## config.mk

```make
export PLATFORM = sky130hd
export DESIGN_NAME = cordic_dds_pipe
export DESIGN_NICKNAME = d
export VERILOG_FILES = /design/src/rtl/cordic_dds_pipe.sv
export SDC_FILE = /design/constraint.sdc
export NUM_CORES = 2
export LEC_CHECK = 0
export ABC_AREA = 1
export CORE_ASPECT_RATIO = 1.4
export CORE_MARGIN = 2
export CORE_UTILIZATION = 65
export CTS_CLUSTER_DIAMETER = 30
export CTS_CLUSTER_SIZE = 20
export DETAILED_ROUTE_END_ITERATION = 8
export PLACE_DENSITY_LB_ADDON = 0.3
export SLEW_MARGIN = 20
export SYNTH_ARGS = -nofsm -noshare
export SYNTH_HDL_FRONTEND = slang
export SYNTH_SLANG_ARGS = --single-unit
```

## constraint.sdc

```tcl
create_clock -name clk -period 36.4 [get_ports clk]
set_clock_uncertainty 0.15 [all_clocks]
set_input_delay 7.28 -clock clk [delete_from_list [all_inputs] [get_ports clk]]
set_output_delay 7.28 -clock clk [all_outputs]
set_load 0.01 [all_outputs]
```

## src/rtl/cordic_dds_pipe.sv

```systemverilog
// cordic_dds_pipe: pipelined CORDIC DDS with simultaneous sin/cos outputs.
// Phase accumulator with shadowed frequency/offset registers that take effect
// on accumulator wrap (phase continuous), quadrant fold, STAGES micro-rotations
// and a saturating output stage. One sample per enabled cycle, latency STAGES+2.
// Optional: define PHASE_DITHER_EN to add LFSR phase dither before truncation.

// One CORDIC micro-rotation (rotation mode), registered.
module cordic_dds_stage #(
   parameter int XY_W  = 18,
   parameter int Z_W   = 17,
   parameter int SHIFT = 0,
   parameter int ATAN  = 0
) (
   input  logic                   clk,
   input  logic                   rst,
   input  logic signed [XY_W-1:0] x,
   input  logic signed [XY_W-1:0] y,
   input  logic signed [Z_W-1:0]  z,
   output logic signed [XY_W-1:0] rx,
   output logic signed [XY_W-1:0] ry,
   output logic signed [Z_W-1:0]  rz
);
   logic signed [XY_W-1:0] xs, ys;
   logic signed [Z_W-1:0]  at;

   assign xs = x >>> SHIFT;
   assign ys = y >>> SHIFT;
   assign at = Z_W'(ATAN);

   // rotate toward z = 0: positive z rotates counter-clockwise
   always_ff @(posedge clk or posedge rst) begin
      if (rst) begin
         rx <= '0;
         ry <= '0;
         rz <= '0;
      end else if (!z[Z_W-1]) begin
         rx <= x - ys;
         ry <= y + xs;
         rz <= z - at;
      end else begin
         rx <= x + ys;
         ry <= y - xs;
         rz <= z + at;
      end
   end
endmodule

module cordic_dds_pipe #(
   parameter int ACC_W   = 24,
   parameter int PHASE_W = 16,
   parameter int AMP_W   = 16,
   parameter int STAGES  = 14
) (
   input  logic                     clk,
   input  logic                     reset,
   input  logic                     en,
   input  logic                     fcw_wen,
   input  logic [ACC_W-1:0]         fcw_in,
   input  logic [PHASE_W-1:0]       offset_in,
   input  logic                     phase_sync,
   output logic                     update_pend,
   output logic                     out_valid,
   output logic signed [AMP_W-1:0]  sin_out,
   output logic signed [AMP_W-1:0]  cos_out
);
   localparam int XY_W    = AMP_W + 2;
   localparam int Z_W     = PHASE_W + 1;
   localparam int AMP_MAX = 2**(AMP_W-1) - 1;
   localparam int Z_BIAS  = 2**(PHASE_W-3);
   // 1/K gain compensation combined with the fixed +45 degree pre-rotation
   localparam int X0      = int'(0.6072529 * real'(AMP_MAX) * 0.70710678118654752);
   localparam logic signed [XY_W-1:0]  LIM  = XY_W'(AMP_MAX);
   localparam logic signed [AMP_W-1:0] OMAX = AMP_W'(AMP_MAX);
   localparam logic signed [AMP_W-1:0] OMIN = -OMAX;

   // atan(2^-i) with 2*pi = 2^32
   function automatic logic [31:0] atan32(input int i);
      case (i)
         0:  return 32'h2000_0000;  1:  return 32'h12E4_051E;
         2:  return 32'h09FB_385B;  3:  return 32'h0511_11D4;
         4:  return 32'h028B_0D43;  5:  return 32'h0145_D7E1;
         6:  return 32'h00A2_F61E;  7:  return 32'h0051_7C55;
         8:  return 32'h0028_BE53;  9:  return 32'h0014_5F2F;
         10: return 32'h000A_2F98;  11: return 32'h0005_17CC;
         12: return 32'h0002_8BE6;  13: return 32'h0001_45F3;
         14: return 32'h0000_A2FA;  15: return 32'h0000_517D;
         16: return 32'h0000_28BE;  17: return 32'h0000_145F;
         18: return 32'h0000_0A30;  19: return 32'h0000_0518;
         20: return 32'h0000_028C;  21: return 32'h0000_0146;
         22: return 32'h0000_00A3;  23: return 32'h0000_0051;
         24: return 32'h0000_0029;  25: return 32'h0000_0014;
         26: return 32'h0000_000A;  27: return 32'h0000_0005;
         28: return 32'h0000_0003;  29: return 32'h0000_0001;
         30: return 32'h0000_0001;
         default: return 32'h0000_0000;
      endcase
   endfunction

   // table entry rounded to PHASE_W resolution
   function automatic int atan_q(input int i);
      logic [32:0] t;
      t = {1'b0, atan32(i)} + (33'd1 << (31 - PHASE_W));
      return int'(t >> (32 - PHASE_W));
   endfunction

   function automatic logic signed [AMP_W-1:0] sat(input logic signed [XY_W-1:0] v);
      if (v > LIM)       return OMAX;
      else if (v < -LIM) return OMIN;
      else               return v[AMP_W-1:0];
   endfunction

   // ---------------- phase generation ----------------
   logic [ACC_W-1:0]   acc, acc_sum, acc_src, fcw_act, fcw_sh, fcw_new;
   logic [PHASE_W-1:0] off_act, off_sh, off_new, phase, acc_ph;
   logic               carry, wrap;

   assign {carry, acc_sum} = {1'b0, acc} + {1'b0, fcw_act};
   assign wrap    = en & carry;
   assign fcw_new = fcw_wen ? fcw_in    : fcw_sh;
   assign off_new = fcw_wen ? offset_in : off_sh;

`ifdef PHASE_DITHER_EN
   localparam int DW = (ACC_W - PHASE_W > 15) ? 15 : ACC_W - PHASE_W;
   localparam logic [14:0] DMASK = 15'h7FFF >> (15 - DW);
   logic [14:0] lfsr;

   // x^15 + x^14 + 1 dither source, restarted by sync
   always_ff @(posedge clk or posedge reset) begin
      if (reset)           lfsr <= 15'd1;
      else if (phase_sync) lfsr <= 15'd1;
      else if (en)         lfsr <= {lfsr[13:0], lfsr[14] ^ lfsr[13]};
   end

   assign acc_src = acc + ACC_W'(lfsr & DMASK);
`else
   assign acc_src = acc;
`endif

   assign acc_ph = PHASE_W'(acc_src >> (ACC_W - PHASE_W));
   // sync restarts at phase 0 with the newly selected offset
   assign phase  = phase_sync ? off_new : acc_ph + off_act;

   // accumulator plus active/shadow tuning words; shadow goes live on wrap
   always_ff @(posedge clk or posedge reset) begin
      if (reset) begin
         acc         <= '0;
         fcw_act     <= '0;
         off_act     <= '0;
         fcw_sh      <= '0;
         off_sh      <= '0;
         update_pend <= 1'b0;
      end else if (phase_sync) begin
         acc         <= '0;
         fcw_act     <= fcw_new;
         off_act     <= off_new;
         fcw_sh      <= fcw_new;
         off_sh      <= off_new;
         update_pend <= 1'b0;
      end else begin
         if (en) acc <= acc_sum;
         if (fcw_wen) begin
            fcw_sh <= fcw_in;
            off_sh <= offset_in;
         end
         // fcw_new already bypasses a same-cycle write
         if (wrap) begin
            fcw_act     <= fcw_new;
            off_act     <= off_new;
            update_pend <= 1'b0;
         end else if (fcw_wen) begin
            update_pend <= 1'b1;
         end
      end
   end

   // ---------------- CORDIC pipeline ----------------
   logic signed [XY_W-1:0] x_p [0:STAGES];
   logic signed [XY_W-1:0] y_p [0:STAGES];
   logic signed [Z_W-1:0]  z_p [0:STAGES];
   logic [1:0]             q_pipe [0:STAGES];
   logic signed [XY_W-1:0] x0_r, y0_r;
   logic signed [Z_W-1:0]  z0_r;
   logic [STAGES+1:0]      vld_pipe;

   // quadrant fold: residual angle biased by -pi/4 into [-pi/4, pi/4)
   always_ff @(posedge clk or posedge reset) begin
      if (reset) begin
         x0_r <= '0;
         y0_r <= '0;
         z0_r <= '0;
      end else begin
         x0_r <= XY_W'(X0);
         y0_r <= XY_W'(X0);
         z0_r <= Z_W'({2'b00, phase[PHASE_W-3:0]}) - Z_W'(Z_BIAS);
      end
   end

   // quadrant travels alongside the rotation stages
   always_ff @(posedge clk or posedge reset) begin
      if (reset) begin
         for (int s = 0; s <= STAGES; s++) q_pipe[s] <= '0;
      end else begin
         q_pipe[0] <= phase[PHASE_W-1 -: 2];
         for (int s = 1; s <= STAGES; s++) q_pipe[s] <= q_pipe[s-1];
      end
   end

   assign x_p[0] = x0_r;
   assign y_p[0] = y0_r;
   assign z_p[0] = z0_r;

   for (genvar s = 1; s <= STAGES; s++) begin : g_stage
      cordic_dds_stage #(
         .XY_W (XY_W),
         .Z_W  (Z_W),
         .SHIFT(s - 1),
         .ATAN (atan_q(s - 1))
      ) u_stage (
         .clk(clk),
         .rst(reset),
         .x  (x_p[s-1]),
         .y  (y_p[s-1]),
         .z  (z_p[s-1]),
         .rx (x_p[s]),
         .ry (y_p[s]),
         .rz (z_p[s])
      );
   end

   // ---------------- output mapping ----------------
   logic signed [XY_W-1:0] xf, yf, sin_raw, cos_raw;
   assign xf = x_p[STAGES];
   assign yf = y_p[STAGES];

   // unfold quadrant: rotate the first-quadrant result by q * 90 degrees
   always_comb begin
      sin_raw = yf;
      cos_raw = xf;
      case (q_pipe[STAGES])
         2'd0: begin sin_raw =  yf; cos_raw =  xf; end
         2'd1: begin sin_raw =  xf; cos_raw = -yf; end
         2'd2: begin sin_raw = -yf; cos_raw = -xf; end
         default: begin sin_raw = -xf; cos_raw = yf; end
      endcase
   end

   // valid shift register and saturating output register (holds on bubbles)
   always_ff @(posedge clk or posedge reset) begin
      if (reset) begin
         vld_pipe <= '0;
         sin_out  <= '0;
         cos_out  <= '0;
      end else begin
         vld_pipe <= {vld_pipe[STAGES:0], en};
         if (vld_pipe[STAGES]) begin
            sin_out <= sat(sin_raw);
            cos_out <= sat(cos_raw);
         end
      end
   end

   assign out_valid = vld_pipe[STAGES+1];
endmodule

```

==> run summary <==
Outcome - completed
CTS tree - done
Vias in the first global route - 50600
CTS sink cnt - 868
ANT nets after route - 0
Setup crit end kind - asynchronous set/reset pin
Via density - 5.75
FF+latch area - 0.0217 mm^2
Final #Nets - 8079
Syn Nets - 7919
Largest family of logic cells by synthesized area - simple AND/OR/NAND/NOR gates
Hold Path Depth - 0
Worst EP required - 37.03 ns
DRC Markers - 0
DIE AREA - 0.0940 mm^2
Worst-Margin Slew - 1.12 ns
Setup TNS - 0 ns
Crit path buf inv count - 6
Avg Cell Area, Syn - 8.35 um^2
Drt pass-1 iters - 8
Most frequent cells in the layout - nand2_1 (1346), dfrtp_1 (868), inv_1 (724), ha_1 (705), a21oi_1 (690)
Initial core utilization - 65.4%
Hold EP - vld_pipe[4]
Worst-path cell chain - clkdlybuf4s50_1 > inv_8 > buf_6 > buf_4 > buf_4 > buf_6
RSZ-0062 raised after global routing - false
Post-synthesis cell area - 0.0595 mm^2
Die Y - 362 um
Reg clk slew, reported paths - 0.06 ns
Via count - 49500
Max-slew violation count - 0
Post-CTS sizing - 0
Drt wl/cell - 17.3 um
Mapped Cells - 7131
Final worst path period need - 10.79 ns
Top delay family on crit path - buffers and inverters
Tcrit/Tclk final - 29.6%
CP max-delay cell - buf_4
Routability congestion estimate - 1.00
Worst setup path class - in2async
Largest net degree at the start of global routing - 164
Worst EP arrival - 11.41 ns
Placed wire-length estimate - 115000 um
Total CTS buffers - 134
Final hold violations - 0
WL met3 - 6050 um
Post-CTS Setup Inserts - 0
N_diodes - 0
Filler cells - 6856
Post-Route M1 WL - 53800 um
Hold Worst Slack - 0.196 ns
IO buf count - 78
Max Clk Rate - 92.7 MHz
Seq/Total Area, Yosys - 36.5%
Fraction of layout cells with a size suffix above 1 - 4.58%
Final setup vio count - 0
HP Class - reg2reg
Initial antenna violation count - 1
Starting DRT DRC Count - 3081
Clock root buffer - clkbuf_16
Post-Synth XOR/XNOR Area - 11.8%
Hold buffers post-CTS - 0
Top sig layer - met5
Share of flip-flops with an asynchronous set or reset - 100%
Flop2flop setup slack - 31.07 ns
Die W - 260 um
FF-to-FF Start - g_stage[6].u_stage.rz[16]
Core area - 0.0910 mm^2
Synthesized-area fraction occupied by adder cells - 16.1%
Distinct cell type count after synthesis - 60
Worst reg2reg path depth - 12
Global route overflow - 0
Post-synthesis register bit count - 868
EDFF count, synth - 0
First-pass GRT wire length - 244000 um
H-tree depth - 4
Post-Synth Simple-Gate Area - 16.7%
CP Max Fanout - 101
Post-synthesis mux area share - 0%
Clk buf depth - 3
I/O pin cnt - 79
Row count - 131
Synth Area in Compound Gates - 13.6%
Max incr delay on CP - 0.86 ns
Yosys warning total - 0
Max Cap Viol - 0
Clk Latency, worst-skew pair - 0.77 ns
Most common cell after layout, fill and taps aside - nand2_1
R2R Path End - g_stage[7].u_stage.rx[14]
Startpoint Class - input port
WL final - 149000 um
Area occupied by multi-input gates - 0.0347 mm^2
Global Route Usage Sum - 32.2%
Rel. slew slack - 25.1%
Area grow syn2layout - 11.9%
Hold Crit Start - vld_pipe[3]
Met2 wire length - 79000 um
Prevailing post-synth register cell - dfrtp_1
synthesized netlist by cell type (3+ instances only):
cell	count	area, um^2
a2111oi_0	3	26.3
a211oi_1	10	75.1
a21boi_0	42	315
a21boi_1	3	22.5
a21o_1	21	158
a21oi_1	690	3450
a221oi_1	5	43.8
a31oi_1	121	757
and2_1	8	50.1
buf_1	4	15.0
buf_2	13	65.1
clkbuf_1	52	195
clkinv_1	7	26.3
dfrtp_1	868	21700
fa_1	38	761
ha_1	705	8820
inv_1	726	2730
inv_2	8	30.0
nand2_1	1346	5050
nand2_2	3	18.8
nand3_1	303	1520
nand3b_1	5	37.5
nand4_1	36	225
nor2_1	559	2100
nor2_2	4	25.0
nor3_1	104	521
nor3b_1	4	30.0
nor4_1	13	81.3
o2111ai_1	3	26.3
o211ai_1	22	165
o21a_1	4	30.0
o21ai_0	420	2100
o21ai_1	24	120
o21ai_2	11	96.3
o21bai_1	17	128
o221ai_1	4	35.0
o311ai_0	3	26.3
o31ai_1	55	413
o41ai_1	3	26.3
or2_2	35	219
xnor2_1	235	2060
xor2_1	567	4970
worst register-to-register path: stages, from the launching register on:
cell and delay, ns:
dfrtp_1 0.97, clkinv_1 1.18, o21ai_0 0.79, fa_1 0.32, nand3_1 0.09, nand2_1 0.13
a31oi_1 0.15, o21ai_0 0.50, a21boi_0 0.25, o21ai_0 0.30, nand3_1 0.10, nand2_1 0.08
xor2_1 0.20
worst max-delay path by stage:
stage,start,end,depth (start not counted)
floorplan,reset,acc[0],1
CTS,reset,g_stage[12].u_stage.rz[11],6
global placement,reset,g_stage[12].u_stage.rz[12],6
finish,reset,g_stage[12].u_stage.rz[13],6
detailed placement,reset,g_stage[12].u_stage.rz[13],6
global route,reset,g_stage[12].u_stage.rz[6],6
flip-flops by register name, indices dropped and copies added (netlist names):
| register | count |
|---|---|
| off_act | 16 |
| acc | 24 |
| sin_out | 16 |
| y0_r | 1 |
| g_stage.u_stage.ry | 234 |
| off_sh | 16 |
| vld_pipe | 16 |
| fcw_act | 24 |
| update_pend | 1 |
| g_stage.u_stage.rz | 202 |
| fcw_sh | 24 |
| z0_r | 14 |
| cos_out | 16 |
| q_pipe | 30 |
| g_stage.u_stage.rx | 234 |
stage by stage:
step	utilization, %	std cells	setup WS [ns]	cell area [um^2]
after global routing	73.2	8600	24.87	66600
after floorplan	-	7131	4.58	59500
after CTS	73.2	8600	24.78	66600
after global placement	67.8	8352	24.13	61700
after detailed placement	67.8	8352	24.01	61700
final	73.2	8600	25.61	66600
cells by family (layout without fill, tap and decap cells):
logic type / Yosys count / after routing
compound gates: 1470 / 1470
other cells: 2 / 2
flops: 868 / 868
buf+inv: 817 / 1089
fa+ha+maj: 743 / 743
xor+xnor: 802 / 802
simple gates: 2429 / 2429
layout make-up:
type | count | area share [%]
multi-input cells | 5446 | 52.1
flip-flops and latches | 868 | 32.6
clock buffers | 151 | 5.39
inverters | 743 | 4.21
well taps | 1197 | 2.25
clock inverters | 97 | 2.04
repair buffers | 98 | 1.43
layer usage:
metal / track usage, % / up-vias
met5: 0 / -
met4: 20.1 / 2
met3: 4.90 / 571
met2: 60.5 / 1368
met1: 32.9 / 23300
li1: - / 24200
Power is not shown: default switching activity piles up to over one toggle a cycle in this logic, so the estimate is an artifact.
